File: config.mk
export PLATFORM = sky130hd
export DESIGN_NAME = network_mul_arbiter
export DESIGN_NICKNAME = d
export VERILOG_FILES = /design/src/rtl/network_mul_arbiter.sv
export SDC_FILE = /design/constraint.sdc
export NUM_CORES = 1
export LEC_CHECK = 0
export CAP_MARGIN = 40
export CELL_PAD_IN_SITES_DETAIL_PLACEMENT = 0
export CELL_PAD_IN_SITES_GLOBAL_PLACEMENT = 1
export CORE_MARGIN = 1
export CORE_UTILIZATION = 16
export DETAILED_ROUTE_END_ITERATION = 12
export GPL_TIMING_DRIVEN = 0
export PLACE_DENSITY_LB_ADDON = 0.15
export SYNTH_ARGS = -nofsm -noshare
export SYNTH_HDL_FRONTEND = slang
export SYNTH_SLANG_ARGS = --single-unit
File: constraint.sdc
create_clock -name clk -period 2.9 [get_ports clk]
set_clock_uncertainty 0.05 [all_clocks]
set_input_delay 0.725 -clock clk [delete_from_list [all_inputs] [get_ports clk]]
set_output_delay 0.725 -clock clk [all_outputs]
set_load 0.03 [all_outputs]
File: src/rtl/network_mul_arbiter.sv
// Round-robin arbiter that shares one external 2-cycle 16s x 13s multiplier
// among NREQ requesters; a valid/id shadow tracks operations through the multiplier.
module network_mul_arbiter #(
   parameter int NREQ = 4,
   parameter int IDW  = 2
) (
   input  logic               clk,
   input  logic               reset,
   input  logic [NREQ-1:0]    req_valid,
   input  logic [NREQ*16-1:0] req_a,
   input  logic [NREQ*13-1:0] req_b,
   output logic [NREQ-1:0]    req_ready,
   output logic               mul_ce,
   output logic [15:0]        mul_din0,
   output logic [12:0]        mul_din1,
   input  logic [28:0]        mul_dout,
   output logic               resp_valid,
   output logic [IDW-1:0]     resp_id,
   output logic [28:0]        resp_data,
   input  logic               resp_ready,
   output logic               busy
);

   logic           v1, v2;
   logic [IDW-1:0] id1, id2;
   logic [IDW-1:0] last_grant;
   logic           gnt_found;
   logic [IDW-1:0] gnt_idx;
   logic [IDW-1:0] cand;
   logic           issue;

   // A response waiting on the sink freezes the multiplier and the shadow together.
   assign mul_ce = ~(v2 & ~resp_ready);

   always_comb begin
      gnt_found = 1'b0;
      gnt_idx   = '0;
      cand      = '0;
      for (int k = 1; k <= NREQ; k++) begin
         cand = IDW'((int'(last_grant) + k) % NREQ);
         if (!gnt_found && req_valid[cand]) begin
            gnt_found = 1'b1;
            gnt_idx   = cand;
         end
      end
   end

   // Gating with reset keeps req_ready low while the block is held in reset.
   assign issue = gnt_found & mul_ce & reset;

   always_comb begin
      req_ready = '0;
      mul_din0  = '0;
      mul_din1  = '0;
      for (int i = 0; i < NREQ; i++) begin
         if (issue && (gnt_idx == IDW'(i))) begin
            req_ready[i] = 1'b1;
            mul_din0     = req_a[16*i +: 16];
            mul_din1     = req_b[13*i +: 13];
         end
      end
   end

   always_ff @(posedge clk or negedge reset) begin
      if (!reset) begin
         v1         <= 1'b0;
         v2         <= 1'b0;
         id1        <= '0;
         id2        <= '0;
         last_grant <= IDW'(NREQ - 1);
      end else begin
         if (mul_ce) begin
            v1  <= issue;
            id1 <= gnt_idx;
            v2  <= v1;
            id2 <= id1;
         end
         if (issue) begin
            last_grant <= gnt_idx;
         end
      end
   end

   assign resp_valid = v2;
   assign resp_id    = id2;
   assign resp_data  = mul_dout;
   assign busy       = v1 | v2;

endmodule

==> report_table.html, run 1 <==
<table>
<tr><th>Metric</th><th>Value</th></tr>
<tr><th colspan="2">Outcome</th></tr>
<tr><td>Result of the run</td><td>finished, violations left</td></tr>
<tr><td>Failing checks</td><td>negative setup slack</td></tr>
<tr><th colspan="2">CTS</th></tr>
<tr><td>Clock tree from TritonCTS</td><td>done</td></tr>
<tr><td>Root buf cell</td><td>sky130_fd_sc_hd__clkbuf_8</td></tr>
<tr><td>Cts bufs inserted</td><td>3</td></tr>
<tr><td>Number of sinks on the clock net</td><td>8</td></tr>
<tr><td>Worst-path clk slew</td><td>0.05 ns</td></tr>
<tr><td>Number of H-tree levels</td><td>1</td></tr>
<tr><td>Insertion delay to the later sink of the worst-skew pair</td><td>0.23 ns</td></tr>
<tr><td>Max Buffers Root-to-Sink</td><td>2</td></tr>
<tr><th colspan="2">Yosys</th></tr>
<tr><td>Mux contribution to synthesized area</td><td>0.374</td></tr>
<tr><td>Avg Cell Area, Syn</td><td>9.89 um^2</td></tr>
<tr><td>Synth area leaders</td><td>sky130_fd_sc_hd__mux2i_1 35%, sky130_fd_sc_hd__buf_4 14%, sky130_fd_sc_hd__o22ai_2 11%</td></tr>
<tr><td>Share of synthesized registers carrying an async set or reset</td><td>1.00</td></tr>
<tr><td>Post-Syn Instances</td><td>172</td></tr>
<tr><td>Compound-gate portion of the synthesized area</td><td>0.210</td></tr>
<tr><td>Share of synthesized area occupied by flip-flops and latches</td><td>0.119</td></tr>
<tr><td>Fraction of the mapped netlist area in simple logic gates</td><td>0.0625</td></tr>
<tr><td>Most frequently used cell type in the post-synthesis netlist</td><td>sky130_fd_sc_hd__mux2i_1</td></tr>
<tr><td>Top_reg_cell synth</td><td>sky130_fd_sc_hd__dfrtp_1</td></tr>
<tr><td>Most common library cells after synthesis</td><td>59 x sky130_fd_sc_hd__mux2i_1, 31 x sky130_fd_sc_hd__buf_4, 15 x sky130_fd_sc_hd__o22ai_2</td></tr>
<tr><td>Most area-hungry cell type in the Yosys netlist</td><td>sky130_fd_sc_hd__mux2i_1</td></tr>
<tr><td>Number of warnings printed during yosys synthesis</td><td>0</td></tr>
<tr><td>Fraction of synthesized cell area taken by the top area cell type</td><td>0.347</td></tr>
<tr><td>Largest family of logic cells by synthesized area</td><td>multiplexers</td></tr>
<tr><td>Post-Synth XOR/XNOR Area</td><td>0</td></tr>
<tr><td>Number of flops mapped to enable cells by yosys</td><td>0</td></tr>
<tr><td>Synthesized flop and latch total</td><td>8</td></tr>
<tr><td>Post-synth net total</td><td>324</td></tr>
<tr><td>Mapped cell area</td><td>1700 um^2</td></tr>
<tr><td>Share of synthesized cell area in full adder, half adder and majority cells</td><td>0</td></tr>
<tr><td>Number of distinct library cells after synthesis</td><td>31</td></tr>
<tr><th colspan="2">Power and ir drop</th></tr>
<tr><td>Switch share</td><td>0.402</td></tr>
<tr><td>Combinational share of power</td><td>0.887</td></tr>
<tr><td>Worst IR drop on VDD</td><td>0.241 mV</td></tr>
<tr><td>P_sw</td><td>1.21 mW</td></tr>
<tr><td>Cell Int Power</td><td>1.80 mW</td></tr>
<tr><td>Sequential cell fraction of total power</td><td>0.067</td></tr>
<tr><td>Static power due to leakage</td><td>1.98 nW</td></tr>
<tr><td>Clock power frac</td><td>0.046</td></tr>
<tr><td>Power per Cell Area</td><td>601 nW/um^2</td></tr>
<tr><th colspan="2">STA</th></tr>
<tr><td>Shortest period the worst path allows</td><td>3.02 ns</td></tr>
<tr><td>Achievable clock frequency</td><td>331 MHz</td></tr>
<tr><td>Setup tns final</td><td>-1.88 ns</td></tr>
<tr><td>Max-slew violation total from the final report</td><td>0</td></tr>
<tr><td>Transition time at the pin with the least slew margin</td><td>0.313 ns</td></tr>
<tr><td>Count of endpoints failing setup in the final report</td><td>29</td></tr>
<tr><td>Min setup slack post-route</td><td>-0.124 ns</td></tr>
<tr><td>Final Hold Violating Endpoints</td><td>0</td></tr>
<tr><td>Setup repair after global routing missed its margin</td><td>true</td></tr>
<tr><td>Fin Hold WS</td><td>0.407 ns</td></tr>
<tr><td>Rel. slew slack</td><td>0.791</td></tr>
<tr><td>Share of the cycle needed by the critical path after routing</td><td>1.04</td></tr>
<tr><th colspan="2">Routing</th></tr>
<tr><td>Final Routed Wirelength</td><td>8.34 mm</td></tr>
<tr><td>DRT iter0 DRCs</td><td>40</td></tr>
<tr><td>WL/cell</td><td>15.6 um</td></tr>
<tr><td>Post-DRT Antenna Nets</td><td>0</td></tr>
<tr><td>Total number of vias</td><td>2,285</td></tr>
<tr><td>Post-detailed-route DRC marker count</td><td>0</td></tr>
<tr><td>Number of vias per cell after detailed routing</td><td>4.27</td></tr>
<tr><td>Detailed-routing iteration count for the pre-antenna-repair pass</td><td>4</td></tr>
<tr><th colspan="2">Placement</th></tr>
<tr><td>Inst Count DP</td><td>497</td></tr>
<tr><td>Total half-perimeter wirelength after legalization and detailed placement</td><td>5.91 mm</td></tr>
<tr><td>Port Buf Inserts</td><td>189</td></tr>
<tr><td>Global placer's final weighted congestion</td><td>0.725</td></tr>
<tr><th colspan="2">Global routing</th></tr>
<tr><td>Vias in the first global route</td><td>2,324</td></tr>
<tr><td>Initial antenna violation count</td><td>0</td></tr>
<tr><td>Aggregate global routing overflow</td><td>0</td></tr>
<tr><td>All-Layer GR Usage</td><td>0.138</td></tr>
<tr><td>Largest net degree at the start of global routing</td><td>11</td></tr>
<tr><td>Wire length of the first global-routing pass</td><td>12.0 mm</td></tr>
<tr><th colspan="2">Worst setup path</th></tr>
<tr><td>Cell occurring most often along the worst timing path</td><td>sky130_fd_sc_hd__buf_12</td></tr>
<tr><td>Critical Path End Type</td><td>output pin</td></tr>
<tr><td>Origin of the critical flop-to-flop path</td><td>last_grant[1]$_DFFE_PN1P_</td></tr>
<tr><td>Critical path cell sequence</td><td>buf_8 -&gt; or2_4 -&gt; o311ai_4 -&gt; inv_2 -&gt; buf_6 -&gt; nand2_4 -&gt; buf_12 -&gt; buf_12 -&gt; buf_12 -&gt; o22ai_4 -&gt; buf_6</td></tr>
<tr><td>Nature of the critical path startpoint</td><td>input pin</td></tr>
<tr><td>Worst R2R Path Depth</td><td>6</td></tr>
<tr><td>Data arrival time of the critical path</td><td>2.25 ns</td></tr>
<tr><td>Crit-path max FO</td><td>5</td></tr>
<tr><td>Critical path launch point</td><td>req_valid[3]</td></tr>
<tr><td>Worst flop-to-flop path endpoint</td><td>id1[1]$_DFFE_PN0N_</td></tr>
<tr><td>Required time of the worst setup path</td><td>2.12 ns</td></tr>
<tr><td>Startpoint-to-endpoint class of the critical path</td><td>input pin to output pin</td></tr>
<tr><td>Worst-path cell with the longest stage delay</td><td>sky130_fd_sc_hd__o311ai_4</td></tr>
<tr><td>Reg-to-reg setup timing slack</td><td>1.12 ns</td></tr>
<tr><td>Maximum cell stage delay along the critical path</td><td>0.28 ns</td></tr>
<tr><td>Critical path destination</td><td>mul_din0[10]</td></tr>
<tr><th colspan="2">Finish</th></tr>
<tr><td>Number of nets in the final layout</td><td>552</td></tr>
<tr><td>Signed area change from the synthesized netlist to the final layout</td><td>195%</td></tr>
<tr><td>Number of antenna diodes</td><td>0</td></tr>
<tr><td>Fraction of final layout cells sized beyond drive strength 1</td><td>0.511</td></tr>
<tr><td>Filler-free cell count of the finished design</td><td>535</td></tr>
<tr><th colspan="2">Floorplan</th></tr>
<tr><td>Effective utilization at floorplan</td><td>0.165</td></tr>
<tr><td>Area enclosed by the die boundary</td><td>11,100 um^2</td></tr>
<tr><td>Area of the core</td><td>10,300 um^2</td></tr>
<tr><td>DIE WIDTH</td><td>105 um</td></tr>
<tr><td>Boundary Pins</td><td>219</td></tr>
<tr><td>Die Height</td><td>105 um</td></tr>
<tr><td>Core Rows</td><td>37</td></tr>
<tr><th colspan="2">Hold path</th></tr>
<tr><td>Type of the worst min-delay path</td><td>input pin to asynchronous set/reset pin</td></tr>
<tr><th colspan="2">Job</th></tr>
<tr><td>Number of maximum-capacitance violations</td><td>0</td></tr>
</table>
## area by class of cell
cell class              count  area (um^2)
fillers                   953         5300
repair buffers            225         2470
multi-input cells         119         1660
plain buffers              41          465
flip-flops and latches      8          203
well taps                 136          170
clock buffers               4         45.0
inverters                   2         7.51
## worst min path at each step
stage / from / to / slack [ns] / cells after the start
2_1_floorplan: reset / id1[0]$_DFFE_PN0N_ / 0.38 / 0
3_3_place_gp: v1$_DFFE_PN0N_ / resp_valid$_DFFE_PN0N_ / 0.40 / 2
3_5_place_dp: v1$_DFFE_PN0N_ / resp_valid$_DFFE_PN0N_ / 0.41 / 2
4_1_cts: reset / resp_valid$_DFFE_PN0N_ / 0.41 / 1
5_1_grt: reset / resp_id[1]$_DFFE_PN0N_ / 0.42 / 1
6_report: reset / resp_valid$_DFFE_PN0N_ / 0.41 / 1
## power groups by stage
| stage | sequential, mW | combinational (mW) | clock (mW) |
|---|---|---|---|
| after global placement | 0.196 | 1.73 | 0 |
| after global routing | 0.209 | 2.80 | 0.152 |
| after floorplan | 0.220 | 1.11 | 0 |
| after detailed placement | 0.196 | 1.73 | 0 |
| after CTS | 0.197 | 2.38 | 0.142 |
| final | 0.202 | 2.68 | 0.139 |
## routing by layer
layer  vias up  share of wire  GRT usage
li1       1083              -          -
met1      1063           0.39      0.161
met2       137           0.52      0.267
met3         2          0.080     0.0268
met4         0         0.0026     0.0121
met5         -              0          0
## metrics by stage
stage / instance area, um^2 / utilization / setup slack [ns] / power, mW
after global routing: 5020 / 0.486 / -0.192 / 3.16
after global placement: 3810 / 0.369 / -1.06 / 1.92
after CTS: 4600 / 0.446 / -0.165 / 2.71
after floorplan: 1750 / - / -0.0661 / 1.32
final: 5020 / 0.486 / -0.124 / 3.02
after detailed placement: 3810 / 0.369 / -1.07 / 1.92
## placed cells by master, fill, tap and decap left out, drive strengths merged
cell type,count
clkbuf,8
nand2,4
o22ai,29
o21a,2
o21ai,2
a21oi,1
o311ai,1
clkdlybuf4s18,1
clkdlybuf4s50,150
dfstp,2
inv,2
nor3,2
nand2b,4
or2,2
mux2,4
a21boi,1
buf,110
dfrtp,6
nand3b,1
o22a,1
nor2,1
mux2i,59
a31oi,1
and3,4
dlygate4sd2,1
## registers in the layout (all words and copies together) (netlist names)
name        flops
id1             2
last_grant      2
resp_id         2
resp_valid      1
v1              1
## what timing repair did
action                     in CTS  in global routing
cloned                          6                  4
resized for setup             331                 53
pin swaps                       9                 14
setup buffers                  19                  7
hold buffers                    0                  0
setup endpoints to repair      34                 33
## worst max-delay path: cells and delay by family
family                 cells  cell delay, ns
AO/OA/AOI/OAI              2            0.35
buffers and inverters      7            0.81
AND/OR/NAND/NOR            2            0.34
## cell families (layout without fill, tap and decap cells)
logic type      Yosys count  count (layout)
simple gates             18              18
compound gates           38              38
mux                      63              63
flops                     8               8
buf+inv                  45             272
No activity file was read; power rests on OpenSTA's default activity.
==> run 2: changes to the inputs <==
--- a/config.mk
+++ b/config.mk
@@ -9,10 +9,12 @@
 export CELL_PAD_IN_SITES_DETAIL_PLACEMENT = 0
 export CELL_PAD_IN_SITES_GLOBAL_PLACEMENT = 1
 export CORE_MARGIN = 1
-export CORE_UTILIZATION = 16
+export CORE_UTILIZATION = 17
+export CTS_BUF_LIST = sky130_fd_sc_hd__clkbuf_8
 export DETAILED_ROUTE_END_ITERATION = 12
 export GPL_TIMING_DRIVEN = 0
 export PLACE_DENSITY_LB_ADDON = 0.15
+export SKIP_LAST_GASP = 1
 export SYNTH_ARGS = -nofsm -noshare
 export SYNTH_HDL_FRONTEND = slang
 export SYNTH_SLANG_ARGS = --single-unit
==> report_table.html, run 2 (synthesized netlist as in run 1, its figures left out) <==
<table>
<tr><th>Metric</th><th>Value</th></tr>
<tr><th colspan="2">Finish</th></tr>
<tr><td>Number of nets in the final layout</td><td>548</td></tr>
<tr><td>Number of antenna diodes</td><td>0</td></tr>
<tr><td>Most common cell after layout, fill and taps aside</td><td>sky130_fd_sc_hd__clkdlybuf4s50_1</td></tr>
<tr><td>Commonest non-fill, non-tap cells in the layout</td><td>150 x sky130_fd_sc_hd__clkdlybuf4s50_1, 44 x sky130_fd_sc_hd__buf_4, 31 x sky130_fd_sc_hd__buf_6</td></tr>
<tr><td>Fraction of final layout cells sized beyond drive strength 1</td><td>0.489</td></tr>
<tr><td>Final core utilization</td><td>0.503</td></tr>
<tr><td>Signed area change from the synthesized netlist to the final layout</td><td>188%</td></tr>
<tr><th colspan="2">CTS</th></tr>
<tr><td># hold bufs at CTS</td><td>0</td></tr>
<tr><td>Number of H-tree levels</td><td>1</td></tr>
<tr><td>Cts bufs inserted</td><td>3</td></tr>
<tr><td>Root buf cell</td><td>sky130_fd_sc_hd__clkbuf_8</td></tr>
<tr><td>Max Buffers Root-to-Sink</td><td>2</td></tr>
<tr><td>Insertion delay to the later sink of the worst-skew pair</td><td>0.23 ns</td></tr>
<tr><td>Number of sinks on the clock net</td><td>8</td></tr>
<tr><td>Clock tree from TritonCTS</td><td>done</td></tr>
<tr><td>Worst-path clk slew</td><td>0.04 ns</td></tr>
<tr><th colspan="2">STA</th></tr>
<tr><td>Setup repair after global routing missed its margin</td><td>true</td></tr>
<tr><td>Rel. slew slack</td><td>0.786</td></tr>
<tr><td>Min setup slack post-route</td><td>-0.0961 ns</td></tr>
<tr><td>Count of endpoints failing setup in the final report</td><td>28</td></tr>
<tr><td>Shortest period the worst path allows</td><td>3.00 ns</td></tr>
<tr><td>Max-slew violation total from the final report</td><td>0</td></tr>
<tr><td>Transition time at the pin with the least slew margin</td><td>0.320 ns</td></tr>
<tr><td>Final Hold Violating Endpoints</td><td>0</td></tr>
<tr><td>Share of the cycle needed by the critical path after routing</td><td>1.03</td></tr>
<tr><td>Achievable clock frequency</td><td>334 MHz</td></tr>
<tr><th colspan="2">Worst setup path</th></tr>
<tr><td>Maximum cell stage delay along the critical path</td><td>0.32 ns</td></tr>
<tr><td>Critical Path End Type</td><td>output pin</td></tr>
<tr><td>Data arrival time of the critical path</td><td>2.22 ns</td></tr>
<tr><td>Crit-path max FO</td><td>5</td></tr>
<tr><td>Worst-path cell with the longest stage delay</td><td>sky130_fd_sc_hd__o311ai_4</td></tr>
<tr><td>Required time of the worst setup path</td><td>2.12 ns</td></tr>
<tr><td>Crit-path leading delay family</td><td>buffers and inverters</td></tr>
<tr><td>Startpoint-to-endpoint class of the critical path</td><td>input pin to output pin</td></tr>
<tr><td>Nature of the critical path startpoint</td><td>input pin</td></tr>
<tr><td>CP Buf/Inv Count</td><td>7</td></tr>
<tr><td>Cell occurring most often along the worst timing path</td><td>sky130_fd_sc_hd__buf_12</td></tr>
<tr><td>Critical path cell sequence</td><td>buf_8 -&gt; or2_4 -&gt; o311ai_4 -&gt; inv_2 -&gt; buf_6 -&gt; nand2_4 -&gt; buf_12 -&gt; buf_12 -&gt; buf_12 -&gt; o22ai_2 -&gt; buf_6</td></tr>
<tr><th colspan="2">Power and ir drop</th></tr>
<tr><td>Power per Cell Area</td><td>606 nW/um^2</td></tr>
<tr><td>Worst IR drop on VDD</td><td>0.208 mV</td></tr>
<tr><td>Static power due to leakage</td><td>1.94 nW</td></tr>
<tr><th colspan="2">Floorplan</th></tr>
<tr><td>DIE WIDTH</td><td>102 um</td></tr>
<tr><td>Effective utilization at floorplan</td><td>0.175</td></tr>
<tr><td>Area of the core</td><td>9730 um^2</td></tr>
<tr><td>Boundary Pins</td><td>219</td></tr>
<tr><td>Area enclosed by the die boundary</td><td>10,400 um^2</td></tr>
<tr><td>Core Rows</td><td>36</td></tr>
<tr><td>Die Height</td><td>102 um</td></tr>
<tr><th colspan="2">Routing</th></tr>
<tr><td>WL/cell</td><td>15.6 um</td></tr>
<tr><td>Number of vias per cell after detailed routing</td><td>4.22</td></tr>
<tr><td>Total number of vias</td><td>2,228</td></tr>
<tr><td>Detailed-routing iteration count for the pre-antenna-repair pass</td><td>3</td></tr>
<tr><td>Post-detailed-route DRC marker count</td><td>0</td></tr>
<tr><td>Post-DRT Antenna Nets</td><td>0</td></tr>
<tr><td>DRT iter0 DRCs</td><td>23</td></tr>
<tr><td>Final Routed Wirelength</td><td>8.23 mm</td></tr>
<tr><th colspan="2">Placement</th></tr>
<tr><td>Port Buf Inserts</td><td>189</td></tr>
<tr><td>Global placer's final weighted congestion</td><td>0.689</td></tr>
<tr><td>Total half-perimeter wirelength after legalization and detailed placement</td><td>5.84 mm</td></tr>
<tr><td>Pre-CTS WS</td><td>-1.04 ns</td></tr>
<tr><th colspan="2">Global routing</th></tr>
<tr><td>Initial antenna violation count</td><td>0</td></tr>
<tr><td>All-Layer GR Usage</td><td>0.139</td></tr>
<tr><td>Largest net degree at the start of global routing</td><td>11</td></tr>
<tr><td>Aggregate global routing overflow</td><td>0</td></tr>
<tr><td>Wire length of the first global-routing pass</td><td>11.2 mm</td></tr>
<tr><td>Vias in the first global route</td><td>2,256</td></tr>
<tr><th colspan="2">Outcome</th></tr>
<tr><td>Failing checks</td><td>negative setup slack</td></tr>
<tr><td>Result of the run</td><td>finished, violations left</td></tr>
<tr><th colspan="2">Job</th></tr>
<tr><td>Number of maximum-capacitance violations</td><td>0</td></tr>
<tr><th colspan="2">Hold path</th></tr>
<tr><td>Type of the worst min-delay path</td><td>input pin to asynchronous set/reset pin</td></tr>
</table>
## run 2: worst paths after layout
kind                       cells after the start                      start                        end  slack, ns
max                                           11               req_valid[3]                mul_din0[8]       -0.1
min                                            1                      reset     resp_id[1]$_DFFE_PN0N_       0.41
max reg2reg                                    8  last_grant[1]$_DFFE_PN1P_  last_grant[0]$_DFFE_PN1P_       1.03
min reg2reg                                    2             v1$_DFFE_PN0N_     resp_valid$_DFFE_PN0N_       0.41
max in group asynchronous                      1                      reset  last_grant[0]$_DFFE_PN1P_       2.12
min in group clk                               2             v1$_DFFE_PN0N_     resp_valid$_DFFE_PN0N_       0.41
## run 2: layout make-up
cell class / count / area (um^2)
Buffer: 41 / 449
Clock buffer: 3 / 41.3
Clock inverter: 1 / 3.75
Fill cell: 890 / 4830
Inverter: 2 / 7.51
Multi-Input combinational cell: 119 / 1620
Sequential cell: 8 / 203
Tap cell: 133 / 166
Timing Repair Buffer: 221 / 2410
## run 2: where the power goes
part	total [mW]	internal [mW]	switching, mW
logic	2.64	1.51	1.12
clock network	0.133	0.0915	0.0418
registers	0.194	0.162	0.0318
total	2.96	1.77	1.20
## run 2: metrics by stage
step	hold slack, ns	TNS (ns)	cell area, um^2	power (mW)	instances
after floorplan	0.378	-0.182	1750	1.32	172
after global placement	0.399	-32.13	3810	1.91	494
after detailed placement	0.403	-31.62	3810	1.91	494
after CTS	0.406	-1.99	4730	2.82	529
after global routing	0.414	-3.63	4890	3.11	528
final	0.405	-1.51	4890	2.96	528
## run 2: timing repair
action / in CTS / in global routing
cloned: 8 / 0
pin swaps: 26 / 11
setup endpoints to repair: 34 / 33
gates resized for setup: 324 / 40
setup buffers: 23 / 4
## run 2: metal layers
layer  part of all wire  global-route usage  vias to the layer above
li1                   -                   -                     1071
met1               0.36               0.150                     1026
met2               0.54               0.282                      131
met3              0.096              0.0294                        0
met4                  0              0.0165                        0
met5                  0                   0                        -
